`src/rtl/rot_tile_gen2.sv`:
```
// Rotatable/reflectable logic tile, WIDTH lanes per edge.
// Scan-loaded shadow config, atomic apply, selectable gate, optional loop breaker.
module rot_tile_gen2 #(
  parameter int WIDTH = 2,
  parameter int LB_EN = 1
) (
  input  logic             clk,
  input  logic             rst,
  input  logic             in_se,
  input  logic             in_sc,
  input  logic             in_apply,
  input  logic             in_lb,
  input  logic [WIDTH-1:0] in_t,
  input  logic [WIDTH-1:0] in_r,
  input  logic [WIDTH-1:0] in_b,
  input  logic [WIDTH-1:0] in_l,
  output logic             out_sc,
  output logic [WIDTH-1:0] out_t,
  output logic [WIDTH-1:0] out_r,
  output logic [WIDTH-1:0] out_b,
  output logic [WIDTH-1:0] out_l,
  output logic [4:0]       cfg
);

  logic [WIDTH-1:0] r_st;
  logic [4:0]       r_sh;
  logic [4:0]       r_act;

  logic             w_v;
  logic             w_h;
  logic             w_d;
  logic [1:0]       w_f;
  logic [WIDTH-1:0] w_vt;
  logic [WIDTH-1:0] w_vb;
  logic [WIDTH-1:0] w_hr;
  logic [WIDTH-1:0] w_hl;
  logic [WIDTH-1:0] w_dh;
  logic [WIDTH-1:0] w_dv;
  logic [WIDTH-1:0] w_g;
  logic [WIDTH-1:0] w_gs;
  logic [WIDTH-1:0] w_hs;
  logic [WIDTH-1:0] w_oh;
  logic [WIDTH-1:0] w_ov;

  assign {w_v, w_h, w_d, w_f} = r_act;

  assign w_vt = w_v ? in_b : in_t;
  assign w_vb = w_v ? in_t : in_b;
  assign w_hr = w_h ? in_l : in_r;
  assign w_hl = w_h ? in_r : in_l;
  assign w_dh = w_d ? w_vt : w_hl;
  assign w_dv = w_d ? w_hl : w_vt;

  always_comb begin
    w_g = '0;
    unique case (w_f)
      2'b00: w_g = ~(w_hr & w_vb);
      2'b01: w_g = ~(w_hr | w_vb);
      2'b10: w_g = w_hr ^ w_vb;
      2'b11: w_g = ~(w_hr ^ w_vb);
    endcase
  end

  // Chain runs in_sc -> st[0..W-1] -> sh[0..4]; apply samples pre-edge sh.
  always_ff @(posedge clk) begin
    if (rst) begin
      r_st  <= '0;
      r_sh  <= '0;
      r_act <= '0;
    end else begin
      if (in_apply) r_act <= r_sh;
      if (in_se) begin
        {r_sh, r_st} <= {r_sh[3:0], r_st, in_sc};
      end else begin
        r_st <= w_dv;
      end
    end
  end

  generate
    if (LB_EN != 0) begin : g_lb
      logic [WIDTH-1:0] r_hg;
      logic [WIDTH-1:0] r_hh;

      always_ff @(posedge clk) begin
        if (rst) begin
          r_hg <= '0;
          r_hh <= '0;
        end else if (!in_lb) begin
          r_hg <= w_g;
          r_hh <= w_dh;
        end
      end

      assign w_gs = in_lb ? r_hg : w_g;
      assign w_hs = in_lb ? r_hh : w_dh;
    end else begin : g_nolb
      logic w_unused_lb;
      assign w_unused_lb = in_lb;
      assign w_gs = w_g;
      assign w_hs = w_dh;
    end
  endgenerate

  assign w_oh = w_d ? w_gs : r_st;
  assign w_ov = w_d ? r_st : w_gs;

  assign out_t  = w_v ? w_hs : w_ov;
  assign out_b  = w_v ? w_ov : w_hs;
  assign out_r  = w_h ? w_oh : w_hs;
  assign out_l  = w_h ? w_hs : w_oh;
  assign out_sc = r_sh[4];
  assign cfg    = r_act;

endmodule
```
`config.mk`:
```
export PLATFORM = sky130hd
export DESIGN_NAME = rot_tile_gen2
export DESIGN_NICKNAME = d
export VERILOG_FILES = /design/src/rtl/rot_tile_gen2.sv
export SDC_FILE = /design/constraint.sdc
export NUM_CORES = 1
export LEC_CHECK = 0
export ABC_AREA = 0
export CAP_MARGIN = 20
export CORE_MARGIN = 3
export CORE_UTILIZATION = 44
export CTS_BUF_LIST = sky130_fd_sc_hd__clkbuf_8
export DETAILED_ROUTE_END_ITERATION = 8
export PLACE_DENSITY = 0.78
export RECOVER_POWER = 50
export REMOVE_ABC_BUFFERS = 1
export SLEW_MARGIN = 20
export SYNTH_ARGS = -nofsm -noshare
export SYNTH_HDL_FRONTEND = slang
export SYNTH_SLANG_ARGS = --single-unit
```
`constraint.sdc`:
```
create_clock -name clk -period 2.27 [get_ports clk]
set_input_delay 0.454 -clock clk [delete_from_list [all_inputs] [get_ports clk]]
set_output_delay 0.454 -clock clk [all_outputs]
set_load 0.1 [all_outputs]
```
==> results of run 1 <==
-- power by group --
| group | total, mW | internal, mW | leakage (nW) | switching, mW |
|---|---|---|---|---|
| sequential | 0.295 | 0.288 | 0.132 | 0.00692 |
| clock | 0.252 | 0.154 | 0.0288 | 0.0978 |
| combinational | 0.284 | 0.112 | 0.541 | 0.173 |
-- timing repair --
item | CTS | global route
gates resized for setup | 39 | 7
buffers inserted | 6 | 0
pin swaps | 10 | 5
setup endpoints to repair | 8 | 8
-- cell families (layout without fill, tap and decap cells) --
kind of cell	count (synthesis)	count (layout)	synth area share [%]
fa+ha+maj	4	4	5.102
flops	16	16	32.65
simple gates	45	45	21.56
compound gates	19	19	13.65
mux	22	22	22.45
other cells	0	1	0
buf+inv	12	52	4.593
-- state kept, by name, summed over array words and instances (netlist names) --
register and count:
cfg 5, r_st 2, r_sh 5, g_lb.r_hg 2, g_lb.r_hh 2
-- final cells by class --
class / instances / area [um^2]
Multi-Input combinational cell: 90 / 752.0
Sequential cell: 16 / 327.8
Tap cell: 27 / 33.78
Clock buffer: 4 / 55.05
Timing Repair Buffer: 43 / 461.7
Antenna cell: 1 / 2.502
Fill cell: 131 / 390.4
Inverter: 5 / 18.77
-- layer usage --
metal / GRT usage (%) / part of all wire, % / wire (um) / vias to the layer above
met3: 5.634 / 6.2 / 195 / 9
met4: 5.532 / 2.0 / 63 / 0
met1: 28.45 / 41 / 1279 / 484
li1: - / - / - / 496
met5: 0 / 0 / 0 / -
met2: 37.76 / 51 / 1606 / 46
-- through the flow --
| step | cell area, um^2 | TNS (ns) |
|---|---|---|
| 2_1_floorplan | 954.7 | -17.20 |
| 3_3_place_gp | 1439 | -4.626 |
| 3_5_place_dp | 1439 | -5.269 |
| 4_1_cts | 1629 | -2.441 |
| 5_1_grt | 1649 | -3.421 |
| 6_report | 1652 | -2.819 |
-- worst max-delay path, delay by kind of cell, from the launching register on --
kind | cells | cell delay, ns
flip-flops | 1 | 0.39
AND/OR/NAND/NOR | 2 | 0.30
adder cells (fa/ha/maj) | 1 | 0.23
AO/OA/AOI/OAI | 2 | 0.58
buffers and inverters | 1 | 0.18
multiplexers | 1 | 0.29
-- cells in the final DEF, fill, tap and decap left out, types with 2 or more instances in the layout --
master	n
nor2b_1	4
mux2i_4	2
clkbuf_8	4
and2b_1	2
dlygate4sd2_1	3
inv_1	4
dfxtp_1	14
dlygate4sd3_1	2
or2b_1	2
mux2i_1	20
clkdlybuf4s50_1	2
a22oi_2	4
a21oi_1	4
a221o_1	2
nand4_1	2
nand3_2	2
dfxtp_4	2
a31oi_4	3
buf_12	9
clkdlybuf4s15_1	6
ha_2	2
buf_4	18
nand2_1	5
nor2_1	24
-- how the worst min path moves through the flow --
| stage | startpoint | to | slack, ns |
|---|---|---|---|
| floorplan | r_sh[0]$_SDFFE_PP0P_ | r_sh[0]$_SDFFE_PP0P_ | 0.48 |
| global placement | r_sh[1]$_SDFFE_PP0P_ | cfg[1]$_SDFFE_PP0P_ | 0.50 |
| detailed placement | r_sh[4]$_SDFFE_PP0P_ | cfg[4]$_SDFFE_PP0P_ | 0.52 |
| CTS | r_sh[1]$_SDFFE_PP0P_ | r_sh[1]$_SDFFE_PP0P_ | 0.53 |
| global route | r_sh[3]$_SDFFE_PP0P_ | r_sh[3]$_SDFFE_PP0P_ | 0.56 |
| finish | r_sh[3]$_SDFFE_PP0P_ | r_sh[3]$_SDFFE_PP0P_ | 0.53 |
==> results.yml, run 1 <==
outcome:
  outcome: "finished with violations"
  violations: "setup timing"
detailed_routing:
  via_per_inst: 5.565
  wl_per_cell_um: 16.91
  drc: 0
  num_vias: 1035
  wirelength_um: 3146
  drt.antenna.violating_nets: 0
  first_pass_iters: 6
  initialDrtViolationCount: 20
global_routing:
  grt_pass1_vias: 993
  antenna_found_initial: 0
  overflow: 0
  grt_pass1_wl_um: 4581
  grt_max_degree: 17
  track_usage_pct: 22.53
sta:
  relSlewSlack_pct: 21.76
  max_freq_mhz: 373.3
  fin_skew_ns: 0.001156
  hold_viol: 0
  hold_slack_ns: 0.5272
  setup_viol: 8
  timing_max_transition_violations_final: 0
  rsz0062_at_grt: "yes"
  finalCritPeriodShare_pct: 118.0
  setup_slack_ns: -0.4089
  fin_crit_ns: 2.679
  max_slew.worst_pin.slew_ns: 1.179
yosys:
  netlist_instances: 118
  yosys_most_used_dff: "dfxtp_1"
  async_flop_share_pct: 0
  yosys_warnings: 0
  yosys-top-cells-area: "dfxtp_1 (33%), mux2i_1 (22%), nor2_1 (9.2%), ha_1 (5.1%), a22oi_1 (3.1%)"
  yosysMostFrequentCell: "nor2_1"
  synth-seq-area-share_pct: 32.65
  synth_area_um2: 980.9
  yosysUniqueCellTypes: 22
  synth_top_area_share_pct: 32.65
  synth_top_cell_by_area: "dfxtp_1"
  synth_edf_count: 0
  syn_area_per_cell_um2: 8.313
  synth_common_cells: "nor2_1 (24), mux2i_1 (22), dfxtp_1 (16)"
  synth_seq_cells: 16
clock_tree:
  htree_levels: 1
  clkTransAtPathRegs_ns: 0.06
  cts_inserted_buffers: 3
  tritoncts: "built"
  root_buffer: "clkbuf_8"
  hold_buffers: 0
  clk_path_buf_depth: 2
  clk_latency_ns: 0.25
  cts.sinks: 16
worst_setup_path:
  worst-setup-path-type: "flop to output pin"
  reg2reg_from: "cfg[4]$_SDFFE_PP0P_"
  critPathMaxFanout: 4
  crit_end: "out_t[1]"
  startpoint_type: "flop"
  crit_start: "cfg[4]$_SDFFE_PP0P_"
  reg2reg_depth: 6
  crit_slowest_cell: "o41a_1"
  ff2ff_setup_slack_ns: 0.41
  cp_data_arrival_time_ns: 2.22
  timing.rr.end: "g_lb.r_hg[1]$_SDFF_PP0_"
  setup.worst_path.end_class: "output pin"
  worst_ep_required_time_ns: 1.82
  max_stage_delay_ns: 0.47
  crit_chain: "mux2i_4, ha_4, and2_4, o41a_1, nand3_2, a22oi_2, buf_12"
final_layout:
  nets: 177
  area_growth_pct: 68.37
  fin_util_pct: 80.88
  drive_above_1_share_pct: 34.18
  instances_no_fill: 186
pwr:
  power.density_nw_per_um2: 502.9
  p_leak_nw: 0.7021
  power.total_mw: 0.8305
  peakVddDrop_v: 0.0005577
floorplanning:
  coreArea_um2: 2042
  initial_core_util_pct: 48.04
  die_h_um: 53.22
  die_w_um: 53.22
  die_area_um2: 2832
  ios: 28
  fp-row-count: 16
placement:
  dp_slack_ns: -0.7314
  place_inst: 177
  gp_congestion: 0.8674
  dpl.hpwl_um: 2045
  port_buffers: 27
run:
  max-cap-violations: 0
hold_path:
  hold_class: "flop to flop"
  whs_path_depth: 2
No activity file was read; power rests on OpenSTA's default activity.
==> inputs of run 2 (changes only) <==
--- a/config.mk
+++ b/config.mk
@@ -7,6 +7,7 @@
 export LEC_CHECK = 0
 export ABC_AREA = 0
 export CAP_MARGIN = 20
+export CORE_ASPECT_RATIO = 0.9
 export CORE_MARGIN = 3
 export CORE_UTILIZATION = 44
 export CTS_BUF_LIST = sky130_fd_sc_hd__clkbuf_8
@@ -14,6 +15,7 @@
 export PLACE_DENSITY = 0.78
 export RECOVER_POWER = 50
 export REMOVE_ABC_BUFFERS = 1
+export SETUP_SLACK_MARGIN = 0.5
 export SLEW_MARGIN = 20
 export SYNTH_ARGS = -nofsm -noshare
 export SYNTH_HDL_FRONTEND = slang
==> run 2 against run 1 <==
  * The run still ends with setup timing left
  * Cell count is 1.1% lower
  * Worst hold slack improved by 0.0064 ns
  * Sequential power hardly changed
  * Via count decreased by 0.68%
  * Critical path depth stayed put
  * Register-to-register slack improved by 0.05 ns
  * Global-route usage grew 2.0 points
  * Power is 0.32% lower
  * Clock-buffer cell count unchanged
  * Combinational power about the same
==> results.yml, run 2 (same netlist as run 1, synthesis figures left out) <==
final_layout:
  nets: 178
  multiInputGateArea_um2: 748.2
  layout_common_cells: "nor2_1 (24), buf_4 (20), mux2i_1 (18), dfxtp_1 (14), buf_12 (10)"
  fin_area_um2: 1662
  layout_commonest_cell: "nor2_1"
  register_area_um2: 327.8
  fin_util_pct: 82.74
  drive_above_1_share_pct: 34.59
  nFillCells: 118
  instances_no_fill: 184
  area_growth_pct: 69.39
  num_antenna_cells: 0
clock_tree:
  htree_levels: 1
  clk_latency_ns: 0.25
  tritoncts: "built"
  hold_buffers: 0
  cts.sinks: 16
  clkTransAtPathRegs_ns: 0.06
  root_buffer: "clkbuf_8"
  clk_path_buf_depth: 2
  cts_inserted_buffers: 3
floorplanning:
  die_h_um: 50.80
  coreArea_um2: 2008
  fp-row-count: 15
  initial_core_util_pct: 48.85
  die_area_um2: 2833
  die_w_um: 55.77
  ios: 28
worst_setup_path:
  startpoint_type: "flop"
  cp_data_arrival_time_ns: 2.26
  worst_ep_required_time_ns: 1.82
  setup.worst_path.end_class: "output pin"
  worst-setup-path-type: "flop to output pin"
  critPathMaxFanout: 4
sta:
  finalCritPeriodShare_pct: 119.4
  fin_skew_ns: 0.004454
  setup_slack_ns: -0.4393
  totalNegativeSetupSlack_ns: -2.960
  max_freq_mhz: 369.1
  max_slew.worst_pin.slew_ns: 1.178
  relSlewSlack_pct: 21.81
  setup_viol: 8
  hold_viol: 0
  fin_crit_ns: 2.709
  rsz0062_at_grt: "yes"
  timing_max_transition_violations_final: 0
hold_path:
  hold_class: "flop to flop"
placement:
  place_inst: 176
  gp_congestion: 0.7786
  port_buffers: 27
  dpl.hpwl_um: 2114
  placed_area_um2: 1444
pwr:
  p_leak_nw: 0.7271
  peakVddDrop_v: 0.0004880
  power.density_nw_per_um2: 498.3
detailed_routing:
  drt.antenna.violating_nets: 0
  initialDrtViolationCount: 82
  wl_per_cell_um: 17.68
  drc: 0
  num_vias: 1028
  wirelength_um: 3253
  via_per_inst: 5.587
  first_pass_iters: 4
run:
  max-cap-violations: 0
global_routing:
  overflow: 0
  grt_pass1_vias: 1040
  antenna_found_initial: 0
  grt_pass1_wl_um: 5285
  grt_max_degree: 17
  track_usage_pct: 24.54
outcome:
  violations: "setup timing"
  outcome: "finished with violations"
[run 2: cell types whose count changed in the layout (fill, tap and decap cells not counted), sizes merged]
cell           previous run  this run
diode                     1         0
dlygate4sd3               2         1
buf                      28        30
clkbuf                    6         5
clkdlybuf4s50             2         3
dlymetal6s2s              0         1
clkdlybuf4s15             6         3
dlygate4sd2               3         5
[run 2: what timing repair did]
action / 4_1_cts / 5_1_grt
endpoints found under the setup margin: 10 / 10
pin swaps: 9 / 9
hold endpoints to repair: 0 / 0
resized for setup: 36 / 6
setup buffers: 3 / 1
[run 2: report_power, final]
part | switching [mW] | internal (mW) | total [mW] | leakage (nW)
Combinational | 0.173 | 0.113 | 0.286 | 0.566
Sequential | 0.00670 | 0.288 | 0.295 | 0.132
Clock | 0.0938 | 0.154 | 0.247 | 0.0288
[run 2: worst paths after layout]
kind                   startpoint                      end  slack (ns)  cells past startpoint
min reg2reg  r_sh[4]$_SDFFE_PP0P_     r_sh[4]$_SDFFE_PP0P_        0.53                      2
max reg2reg   cfg[4]$_SDFFE_PP0P_  g_lb.r_hg[1]$_SDFF_PP0_        0.46                      6
min          r_sh[4]$_SDFFE_PP0P_     r_sh[4]$_SDFFE_PP0P_        0.53                      2
max           cfg[4]$_SDFFE_PP0P_                 out_r[1]       -0.44                      7
[run 2: metal layers]
metal / GRT usage, % / vias to the layer above / wire length [um]
met5: 0 / - / 0
met3: 4.884 / 2 / 191
met4: 4.453 / 0 / 27
met1: 30.08 / 487 / 1351
li1: - / 501 / -
met2: 44.69 / 38 / 1682
[run 2: metrics by stage]
step / hold slack [ns] / power, mW / setup slack [ns]
2_1_floorplan: 0.4824 / 0.4497 / -2.220
3_3_place_gp: 0.5006 / 0.5574 / -0.6255
3_5_place_dp: 0.5199 / 0.5626 / -0.6741
4_1_cts: 0.5328 / 0.8271 / -0.3560
5_1_grt: 0.5678 / 0.8665 / -0.5206
6_report: 0.5336 / 0.8279 / -0.4393
[run 2: cell type report]
cell class | instances | share of cell area [%]
clock buffer | 4 | 3.313
inverter | 5 | 1.130
multi-input combinational | 90 | 45.03
sequential | 16 | 19.73
tap | 25 | 1.883
timing repair buffer | 44 | 28.92
[run 2: critical path: stages, from the launching register on]
cell	delay (ns)
dfxtp_4	0.41
mux2i_4	0.25
ha_1	0.26
and2_4	0.17
o41a_1	0.46
nand3_2	0.16
a31oi_4	0.11
buf_12	0.18
